[config.mk]
export PLATFORM = sky130hd
export DESIGN_NAME = ejtag_pmatch_mc
export DESIGN_NICKNAME = d
export VERILOG_FILES = /design/src/rtl/ejtag_pkg.sv /design/src/rtl/ejtag_pmatch_ch.sv /design/src/rtl/ejtag_pmatch_mc.sv
export SDC_FILE = /design/constraint.sdc
export NUM_CORES = 2
export LEC_CHECK = 0
export CORE_UTILIZATION = 45
export CTS_CLUSTER_SIZE = 40
export DETAILED_ROUTE_END_ITERATION = 6
export MAX_ROUTING_LAYER = met4
export PLACE_DENSITY = 0.61
export SYNTH_ARGS = -nofsm -noshare
export SYNTH_HDL_FRONTEND = slang
export SYNTH_HIERARCHICAL = 1
export SYNTH_SLANG_ARGS = --single-unit
[constraint.sdc]
create_clock -name CORE_CLOCK -period 2.7 [get_ports CORE_CLOCK]
set_input_delay 0.54 -clock CORE_CLOCK [delete_from_list [all_inputs] [get_ports CORE_CLOCK]]
set_output_delay 0.54 -clock CORE_CLOCK [all_outputs]
set_load 0.03 [all_outputs]
[src/rtl/ejtag_pkg.sv]
// Shared constants for the EJTAG processor-bus breakpoint unit.
//   - Channel register offsets (EJDI_ADDR[4:2])
//   - PBC control bit positions and the mask of implemented PBC bits
//   - Status register field positions
// Optional feature macro used by the importing modules: EJTAG_PMATCH_PASSCNT_EN.
package ejtag_pkg;

    // Channel register offsets
    localparam logic [2:0] RegPba  = 3'd0;
    localparam logic [2:0] RegPbm  = 3'd1;
    localparam logic [2:0] RegPbd  = 3'd2;
    localparam logic [2:0] RegPbdm = 3'd3;
    localparam logic [2:0] RegPbc  = 3'd4;
    localparam logic [2:0] RegPcnt = 3'd5;

    // PBC bit positions
    localparam int unsigned PbcBe  = 0;
    localparam int unsigned PbcTe  = 2;
    localparam int unsigned PbcRdm = 4;
    localparam int unsigned PbcWrm = 5;
    localparam int unsigned PbcDce = 6;
    localparam int unsigned PbcUco = 7;
    localparam logic [7:0]  PbcMask = 8'hF5;

    // Status register fields
    localparam int unsigned StatNchLsb = 24;
    localparam int unsigned StatNchW   = 4;

endpackage

[src/rtl/ejtag_pmatch_ch.sv]
// One breakpoint channel: PBA/PBM/PBD/PBDM/PBC/PCNT registers, the qualify
// logic against the stage-1 bus snapshot, the optional pass counter and the
// registered hit flops.
// Ports:
//   clk_i, rst_ni          clock, synchronous active-low reset
//   reset_dis_i            suppresses hit flops (counter still runs)
//   wr_en_i, reg_sel_i     register write strobe for this channel / offset
//   wdata_i, rdata_o       write data / combinational read data for reg_sel_i
//   s1_*_i                 stage-1 captured transaction
//   hit_o, hit_be_o, hit_te_o  registered hit, hit with BE, hit with TE
// Macro: EJTAG_PMATCH_PASSCNT_EN enables the pass counter.
module ejtag_pmatch_ch
    import ejtag_pkg::*;
#(
    parameter int unsigned AW     = 32,
    parameter int unsigned PCNT_W = 8
) (
    input  logic          clk_i,
    input  logic          rst_ni,
    input  logic          reset_dis_i,
    input  logic          wr_en_i,
    input  logic [2:0]    reg_sel_i,
    input  logic [31:0]   wdata_i,
    output logic [31:0]   rdata_o,
    input  logic          s1_valid_i,
    input  logic [AW-1:0] s1_addr_i,
    input  logic [31:0]   s1_data_i,
    input  logic          s1_rw_i,
    input  logic          s1_uc_i,
    output logic          hit_o,
    output logic          hit_be_o,
    output logic          hit_te_o
);

    logic [31:0] pba_q, pbm_q, pbd_q, pbdm_q;
    logic [7:0]  pbc_q;
    logic [31:0] pcnt_rd;
    logic        match, hit;
    logic        addr_ok, data_ok, uc_ok, dir_ok, en;
    logic        hit_q, hit_be_q, hit_te_q;

    always_ff @(posedge clk_i) begin
        if (!rst_ni) begin
            pba_q  <= '0;
            pbm_q  <= '1;
            pbd_q  <= '0;
            pbdm_q <= '1;
            pbc_q  <= '0;
        end else if (wr_en_i) begin
            case (reg_sel_i)
                RegPba:  pba_q  <= wdata_i;
                RegPbm:  pbm_q  <= wdata_i;
                RegPbd:  pbd_q  <= wdata_i;
                RegPbdm: pbdm_q <= wdata_i;
                RegPbc:  pbc_q  <= wdata_i[7:0] & PbcMask;
                default: ;
            endcase
        end
    end

    always_comb begin
        addr_ok = ((s1_addr_i ^ pba_q[AW-1:0]) & ~pbm_q[AW-1:0]) == '0;
        data_ok = ~pbc_q[PbcDce] | (((s1_data_i ^ pbd_q) & ~pbdm_q) == '0);
        uc_ok   = ~pbc_q[PbcUco] | s1_uc_i;
        dir_ok  = s1_rw_i ? pbc_q[PbcRdm] : pbc_q[PbcWrm];
        en      = pbc_q[PbcBe] | pbc_q[PbcTe];
        // Any register write to this channel discards the match being evaluated.
        match   = s1_valid_i & en & dir_ok & addr_ok & data_ok & uc_ok & ~wr_en_i;
    end

`ifdef EJTAG_PMATCH_PASSCNT_EN
    logic [PCNT_W-1:0] reload_q, cnt_q, cnt_d;
    logic              pcnt_wr;

    assign pcnt_wr = wr_en_i && (reg_sel_i == RegPcnt);

    always_comb begin
        hit   = 1'b0;
        cnt_d = cnt_q;
        if (pcnt_wr) begin
            cnt_d = wdata_i[PCNT_W-1:0];
        end else if (match) begin
            if (cnt_q == '0) begin
                hit   = 1'b1;
                cnt_d = reload_q;
            end else begin
                cnt_d = cnt_q - PCNT_W'(1);
            end
        end
    end

    always_ff @(posedge clk_i) begin
        if (!rst_ni) begin
            reload_q <= '0;
            cnt_q    <= '0;
        end else begin
            cnt_q <= cnt_d;
            if (pcnt_wr) reload_q <= wdata_i[PCNT_W-1:0];
        end
    end

    assign pcnt_rd = 32'(cnt_q);
`else
    assign hit     = match;
    assign pcnt_rd = '0;
`endif

    always_comb begin
        rdata_o = '0;
        case (reg_sel_i)
            RegPba:  rdata_o = pba_q;
            RegPbm:  rdata_o = pbm_q;
            RegPbd:  rdata_o = pbd_q;
            RegPbdm: rdata_o = pbdm_q;
            RegPbc:  rdata_o = {24'd0, pbc_q};
            RegPcnt: rdata_o = pcnt_rd;
            default: rdata_o = '0;
        endcase
    end

    always_ff @(posedge clk_i) begin
        if (!rst_ni) begin
            hit_q    <= 1'b0;
            hit_be_q <= 1'b0;
            hit_te_q <= 1'b0;
        end else begin
            hit_q    <= hit & ~reset_dis_i;
            hit_be_q <= hit & pbc_q[PbcBe] & ~reset_dis_i;
            hit_te_q <= hit & pbc_q[PbcTe] & ~reset_dis_i;
        end
    end

    assign hit_o    = hit_q;
    assign hit_be_o = hit_be_q;
    assign hit_te_o = hit_te_q;

endmodule

[src/rtl/ejtag_pmatch_mc.sv]
// Multi-channel processor-bus breakpoint unit. Snoops the local-bus stream,
// evaluates NUM_CH breakpoint channels and reports break/trace hits.
// Ports:
//   CORE_CLOCK, RESET_D1_R_N   clock, synchronous active-low reset
//   RESET_DIS                  suppresses hit outputs and status set
//   EJ_STROBE, EJDI_*          EJTAG slave register access
//   LBC_*                      snooped bus (LBC_MDATA doubles as write data)
//   EJPM_DATA                  registered read data
//   EJPM_BREAKHIT_R/TRACEHIT_R one-cycle break/trace pulses
//   EJPM_CHHIT_R               per-channel one-cycle hit pulses
// Macro: EJTAG_PMATCH_PASSCNT_EN enables per-channel pass counters.
module ejtag_pmatch_mc
    import ejtag_pkg::*;
#(
    parameter int unsigned NUM_CH = 4,
    parameter int unsigned AW     = 32,
    parameter int unsigned PCNT_W = 8
) (
    input  logic              CORE_CLOCK,
    input  logic              RESET_D1_R_N,
    input  logic              RESET_DIS,
    input  logic              EJ_STROBE,
    input  logic              EJDI_SELPBS,
    input  logic              EJDI_SELPBRS,
    input  logic [7:2]        EJDI_ADDR,
    input  logic              EJDI_RW,
    input  logic [31:0]       LBC_MDATA,
    input  logic [31:0]       LBC_MADDR,
    input  logic              LBC_MRW,
    input  logic              LBC_MTOGGLE,
    input  logic              LBC_MUC,
    output logic [31:0]       EJPM_DATA,
    output logic              EJPM_BREAKHIT_R,
    output logic              EJPM_TRACEHIT_R,
    output logic [NUM_CH-1:0] EJPM_CHHIT_R
);

    logic              tog_q, s1_valid_q, s1_rw_q, s1_uc_q;
    logic [AW-1:0]     s1_addr_q;
    logic [31:0]       s1_data_q;
    logic              new_txn, wr, rd;
    logic [2:0]        ch_sel;
    logic [NUM_CH-1:0] ch_wr_en, ch_hit, ch_hit_be, ch_hit_te;
    logic [31:0]       ch_rdata [NUM_CH];
    logic [NUM_CH-1:0] bs_q, bs_d, bs_clr;
    logic [31:0]       status, rd_d, data_q;

    assign new_txn = LBC_MTOGGLE ^ tog_q;
    assign wr      = EJ_STROBE & ~EJDI_RW;
    assign rd      = EJ_STROBE & EJDI_RW;
    assign ch_sel  = EJDI_ADDR[7:5];

    // Stage 1: toggle history and transaction capture.
    always_ff @(posedge CORE_CLOCK) begin
        if (!RESET_D1_R_N) begin
            tog_q      <= 1'b0;
            s1_valid_q <= 1'b0;
            s1_addr_q  <= '0;
            s1_data_q  <= '0;
            s1_rw_q    <= 1'b0;
            s1_uc_q    <= 1'b0;
        end else begin
            tog_q      <= LBC_MTOGGLE;
            s1_valid_q <= new_txn;
            if (new_txn) begin
                s1_addr_q <= LBC_MADDR[AW-1:0];
                s1_data_q <= LBC_MDATA;
                s1_rw_q   <= LBC_MRW;
                s1_uc_q   <= LBC_MUC;
            end
        end
    end

    for (genvar g = 0; g < NUM_CH; g++) begin : gen_ch
        assign ch_wr_en[g] = wr & EJDI_SELPBRS & (ch_sel == 3'(g));

        ejtag_pmatch_ch #(
            .AW     (AW),
            .PCNT_W (PCNT_W)
        ) u_ch (
            .clk_i       (CORE_CLOCK),
            .rst_ni      (RESET_D1_R_N),
            .reset_dis_i (RESET_DIS),
            .wr_en_i     (ch_wr_en[g]),
            .reg_sel_i   (EJDI_ADDR[4:2]),
            .wdata_i     (LBC_MDATA),
            .rdata_o     (ch_rdata[g]),
            .s1_valid_i  (s1_valid_q),
            .s1_addr_i   (s1_addr_q),
            .s1_data_i   (s1_data_q),
            .s1_rw_i     (s1_rw_q),
            .s1_uc_i     (s1_uc_q),
            .hit_o       (ch_hit[g]),
            .hit_be_o    (ch_hit_be[g]),
            .hit_te_o    (ch_hit_te[g])
        );
    end

    // Sticky status: a hit in the same cycle as a W1C of that bit keeps it set.
    always_comb begin
        bs_clr = (wr & EJDI_SELPBS) ? LBC_MDATA[NUM_CH-1:0] : '0;
        bs_d   = (bs_q & ~bs_clr) | ch_hit;
        status = '0;
        status[NUM_CH-1:0] = bs_q;
        status[StatNchLsb +: StatNchW] = StatNchW'(NUM_CH);
    end

    always_comb begin
        rd_d = '0;
        if (EJDI_SELPBS) begin
            rd_d = status;
        end else if (EJDI_SELPBRS) begin
            for (int i = 0; i < NUM_CH; i++) begin
                if (ch_sel == 3'(i)) rd_d = ch_rdata[i];
            end
        end
    end

    always_ff @(posedge CORE_CLOCK) begin
        if (!RESET_D1_R_N) begin
            bs_q   <= '0;
            data_q <= '0;
        end else begin
            bs_q <= bs_d;
            if (rd) data_q <= rd_d;
        end
    end

    assign EJPM_DATA       = data_q;
    assign EJPM_CHHIT_R    = ch_hit;
    assign EJPM_BREAKHIT_R = |ch_hit_be;
    assign EJPM_TRACEHIT_R = |ch_hit_te;

endmodule
# After elaboration in Yosys (flattened, before gate mapping)
# Index checks and enable logic that the tools add are counted.
[op_classes]
n_bitwise = 106
n_reduce_logical = 32
muxes = 15
n_eq_ne = 7
[ops]
columns = ["operator", "count"]
rows = [
  ["$pmux W32 S5", 4],
  ["$and A32 B32 Y32", 8],
  ["$logic_not A32 Y1", 8],
  ["$not A32 Y32", 8],
  ["$xor A32 B32 Y32", 8],
  ["$mux W32", 6],
  ["$and A1 B1 Y1", 52],
  ["$reduce_and A2 Y1", 20],
  ["$not A1 Y1", 14],
  ["$eq A3 B2 Y1 const B", 4],
  ["$or A1 B1 Y1", 12],
  ["$reduce_or A4 Y1", 2],
  ["$eq A3 B1 Y1 const B", 2],
  ["$logic_not A3 Y1", 2],
  ["$and A4 B4 Y4", 1],
  ["$mux W1", 4],
  ["$mux W4", 1],
  ["$not A4 Y4", 1],
  ["$or A4 B4 Y4", 1],
  ["$eq A3 B3 Y1 const B", 1],
  ["$xor A1 B1 Y1", 1],
]
[totals]
out_inout_bits = 38
inputBits = 80
ff_bits = 652
wordCells = 200

# Longest topological paths before layout
[logic_depth]
word_depth = 9
depth_mapped = 11
depth_no_buf = 8

# By module
# Netlist, hierarchy kept.
[by_module_without_submodules]
columns = ["mod", "n_inst", "cells_each", "area_each_um2"]
rows = [
  ["ejtag_pmatch_ch", 4, 807, 6641.4],
  ["ejtag_pmatch_mc", 1, 543, 4724.5],
]

# Least setup slack after synthesis
# OpenSTA, ideal clock, no wires.
[synth_path]
path_kind = "in2reg"
start = "input EJDI_ADDR[6] (netlist bit)"
end = "register gen_ch[3].u_ch.hit_be_q"
stages = 11
arrival_ns = 2.261
path_slack_ns = 0.336
cell_sequence = "buf_6 buf_6 nand3b_4 buf_2 nor3_1 buf_6 and4bb_1 o221ai_1 nor4_2 nand3_2 a2111oi_2"
[synth_via]
elab_chain_cells = 6
[synth_rtl]
columns = ["item", "line", "text"]
rows = [
  ["start, declared", "ejtag_pmatch_mc.sv:25", "input logic [7:2] EJDI_ADDR,"],
  ["$eq A3 B2 Y1", "ejtag_pmatch_mc.sv:75", "assign ch_wr_en[g] = wr & EJDI_SELPBRS & (ch_sel == 3'(g));"],
  ["$and A1 B1 Y1", "ejtag_pmatch_mc.sv:75", ""],
  ["net ch_wr_en[3]", "ejtag_pmatch_mc.sv:43", "logic [NUM_CH-1:0] ch_wr_en, ch_hit, ch_hit_be, ch_hit_te;"],
  ["$not A1 Y1", "ejtag_pmatch_ch.sv:68", "match = s1_valid_i & en & dir_ok & addr_ok & data_ok & uc_ok & ~wr_en_i;"],
  ["$and A1 B1 Y1", "ejtag_pmatch_ch.sv:68", ""],
  ["$and A1 B1 Y1 (2 in series)", "ejtag_pmatch_ch.sv:128", "hit_be_q <= hit & pbc_q[PbcBe] & ~reset_dis_i;"],
  ["end signal, assigned", "ejtag_pmatch_ch.sv:128", ""],
  ["end, declared", "ejtag_pmatch_ch.sv:40", "logic hit_q, hit_be_q, hit_te_q;"],
]
# The timed path passes the listed nets, and every way through them passes these cells.
# A chain may end at the register's enable or synchronous reset.

# Worst setup path after layout
[layout_path]
start = "register gen_ch[2].u_ch.hit_q"
end = "output EJPM_CHHIT_R[2]"
[layout_rtl]
columns = ["item", "line", "text"]
rows = [
  ["start, declared", "ejtag_pmatch_ch.sv:40", ""],
  ["start signal, assigned", "ejtag_pmatch_ch.sv:127", "hit_q <= hit & ~reset_dis_i;"],
  ["end, declared", "ejtag_pmatch_mc.sv:35", "output logic [NUM_CH-1:0] EJPM_CHHIT_R"],
]
# No word-level cell between the ends.

==> results_dict.tcl <==
set metrics [dict create \
    tritoncts "done" \
    antenna_found_initial 2 \
    netlist.area_leader.share_pct 41.7 \
    start_kind "flop" \
    p_comb_share_pct 9.7 \
    grt_max_degree 119 \
    cp_data_arrival_time_ns 2.07 \
    die_h_um 266 \
    reg2reg_depth 6 \
    ioPinCount 118 \
    track_usage_pct 36.4 \
    peakVddDrop_mv 0.427 \
    seqPwrFrac_pct 46.1 \
    synth_top_area_cell "dfxtp_1" \
    die_area_um2 70600 \
    crit_path_max_fanout 2 \
    timing.final.setup_violations 0 \
    ys_top_cells_by_count "1210 x nand2_1, 652 x dfxtp_1, 260 x nand3_1, 258 x a21boi_1, 257 x xnor2_1" \
    p_clk_share_pct 44.2 \
    power.internal_mw 16.1 \
    post_cts_buffers 0 \
    core-area_um2 68700 \
    worstPathCellList "clkdlybuf4s50_1" \
    period_minus_slack_ns 2.61 \
    r2r_start "s1_data_q[8]$_SDFFE_PN0P_" \
    finalNetCount 4002 \
    hold_ws_ns 0.213 \
    drv_slew 0 \
    post-route-period-util_pct 96.7 \
    cts_buffers 71 \
    firstDrtPassIters 6 \
    synthArstFlopShare_pct 0 \
    syn-instance-count 3771 \
    synth_cell_type_count 55 \
    skew_ns 0.0171 \
    yosys-top-cells-area "dfxtp_1 42%, nand2_1 15%, xnor2_1 7.2%" \
    hold_viol 0 \
    cts_max_level 3 \
    cp_num_buf_inv 1 \
    r2r_slack_ns 0.34 \
    min_delay_path_depth 2 \
    via_per_inst 5.97 \
    io_buffers 117 \
    wl_per_cell_um 25.9 \
    r2r_end "gen_ch[2].u_ch/hit_be_o$_SDFF_PN0_" \
    p_leak_nw 13.6 \
    clock-sinks 652 \
    root_buffer "clkbuf_16" \
    clock_path_buffers 3 \
    fin_tns_setup_ns 0 \
    start_util_pct 45.5 \
    drt-initial-drc-count 3497 \
    slowest_stage "clkdlybuf4s50_1" \
    holdPathEnd "gen_ch[3].u_ch/pbdm_q[19]$_SDFFE_PN1P_" \
    synth_xor_area_share_pct 7.22 \
    max_clock_freq_mhz 383 \
    grt_pass1_vias 26500 \
    ys_seq_elements 652 \
    worstHoldPathType "primary input to flop" \
    gr-total-overflow 0 \
    critical-path-top-delay-family "buffers and inverters" \
    die_x_um 266 \
    p_per_area_nw_per_um2 590 \
    syn_area_per_cell_um2 8.30 \
    synth_edf_count 0 \
    ant_nets 0 \
    slew_headroom_pct 26.0 \
    syn_area_um2 31300 \
    synth_mux_area_share_pct 2.94 \
    clk_latency_ns 0.63 \
    drive_gt1_share_pct 11.3 \
    worstHoldStart "RESET_D1_R_N" \
    path_class "flop to primary output" \
    drc 0 \
    vias 29300 \
    status "finished, final reports clean" \
    max_stage_delay_ns 0.78 \
    synth_fa_ha_area_share_pct 0 \
    syn_nets 3851 \
    end_kind "primary output" \
    dpl.hpwl_um 91300 \
    path_clk_slew_ns 0.06 \
    drv_cap 0 \
    synth-simple-area-share_pct 22.7 \
    synthToLayoutAreaGrowth_pct 17.9 \
    grt_first_pass_wirelength_um 184000 \
    critPathRequiredTime_ns 2.16 \
    gp_congestion 0.982 \
    drt_wl_total_um 127000 \
    grt_setup_unrepaired "false" \
    switching_share_pct 25.9 \
    synth-compound-area-share_pct 20.8 \
    synth_top_family_by_area "simple AND/OR/NAND/NOR gates" \
    yosysMostFrequentCell "nand2_1" \
    rows 96 \
    ys.flop_type "dfxtp_1" \
    p_sw_mw 5.65 \
    yosys_warnings 6 \
    ys_seq_area_share_pct 41.7 \
    worst_slew_pin_slew_ns 1.10 \
]
## placed cells by master, fill, tap and decap left out, types with 51 or more instances in the layout
cell	n
a21boi_0	68
a21boi_1	258
a221o_1	100
a22o_1	96
a22oi_1	56
buf_12	51
buf_4	192
clkbuf_16	73
clkdlybuf4s50_1	109
dfxtp_1	652
mux2_2	52
nand2_1	1210
nand3_1	260
nor2_1	60
o22ai_1	183
xnor2_1	256
## routing by layer
metal / wire (µm) / track usage [%] / up-vias
li1: - / - / 13400
met1: 54200 / 50.1 / 14100
met2: 53100 / 51.6 / 1567
met3: 13400 / 6.91 / 230
met4: 6390 / 15.9 / 0
met5: 0 / - / -
## flip-flops by register name, indices dropped and copies added (netlist names), 24 cells and up
register / flops
EJPM_DATA: 32
s1_addr_q: 32
s1_data_q: 32
gen_ch.u_ch/pbdm_q: 128
gen_ch.u_ch/pbd_q: 128
gen_ch.u_ch/pbc_q: 24
gen_ch.u_ch/pba_q: 128
gen_ch.u_ch/pbm_q: 128
## worst max path at each step
| stage | from | endpoint | slack (ns) | cells past startpoint |
|---|---|---|---|---|
| 2_1_floorplan | EJDI_ADDR[6] | gen_ch[3].u_ch/hit_be_o$_SDFF_PN0_ | 0.34 | 11 |
| 3_3_place_gp | EJDI_SELPBRS | gen_ch[3].u_ch/pbc_q[6]$_SDFFE_PN0P_ | -0.25 | 7 |
| 3_5_place_dp | EJ_STROBE | gen_ch[3].u_ch/pbc_q[6]$_SDFFE_PN0P_ | -0.22 | 7 |
| 4_1_cts | gen_ch[1].u_ch/hit_te_o$_SDFF_PN0_ | EJPM_TRACEHIT_R | 0.13 | 2 |
| 5_1_grt | gen_ch[3].u_ch/hit_te_o$_SDFF_PN0_ | EJPM_TRACEHIT_R | 0.12 | 2 |
| 6_report | gen_ch[2].u_ch/hit_o$_SDFF_PN0_ | EJPM_CHHIT_R[2] | 0.09 | 1 |
## kinds of logic after synthesis
logic type	after synthesis
AOI/OAI and AO/OA	832
buffers and inverters	286
xor gates and xnor gates	258
DFF	652
and+or+nand+nor	1658
muxes	85
## layout make-up
type                    count  area (µm²)
fillers                  6486       31800
clock buffers             107        2100
multi-input cells        2833       16800
inverters                   4        15.0
repair buffers            360        3610
flip-flops and latches    652       13100
well taps                 931        1160
clock inverters            11         105
diodes                      2        5.00
## stage by stage
stage / setup slack, ns / utilization, % / total power [mW] / cells / area [µm²]
after global routing: 0.117 / 53.7 / 22.2 / 4900 / 36900
after global placement: -0.247 / 50.5 / 12.3 / 4780 / 34700
after detailed placement: -0.223 / 50.5 / 12.3 / 4780 / 34700
after CTS: 0.129 / 53.7 / 21.8 / 4898 / 36900
after floorplan: 0.336 / - / 11.1 / 3771 / 31300
final: 0.0894 / 53.7 / 21.8 / 4900 / 36900
## power groups by stage
stage | registers (mW) | clock network, mW | logic [mW]
2_1_floorplan | 10.1 | 0 | 1.03
3_3_place_gp | 10.2 | 0 | 2.04
3_5_place_dp | 10.2 | 0 | 2.04
4_1_cts | 10.0 | 9.70 | 2.05
5_1_grt | 10.0 | 10.0 | 2.19
6_report | 10.0 | 9.62 | 2.11
## repair_timing
item | CTS | global route
gates resized for setup | 2 | 0
hold buffers | 0 | 0
setup endpoints to repair | 2 | 0
(Power assumes the default switching activity.)
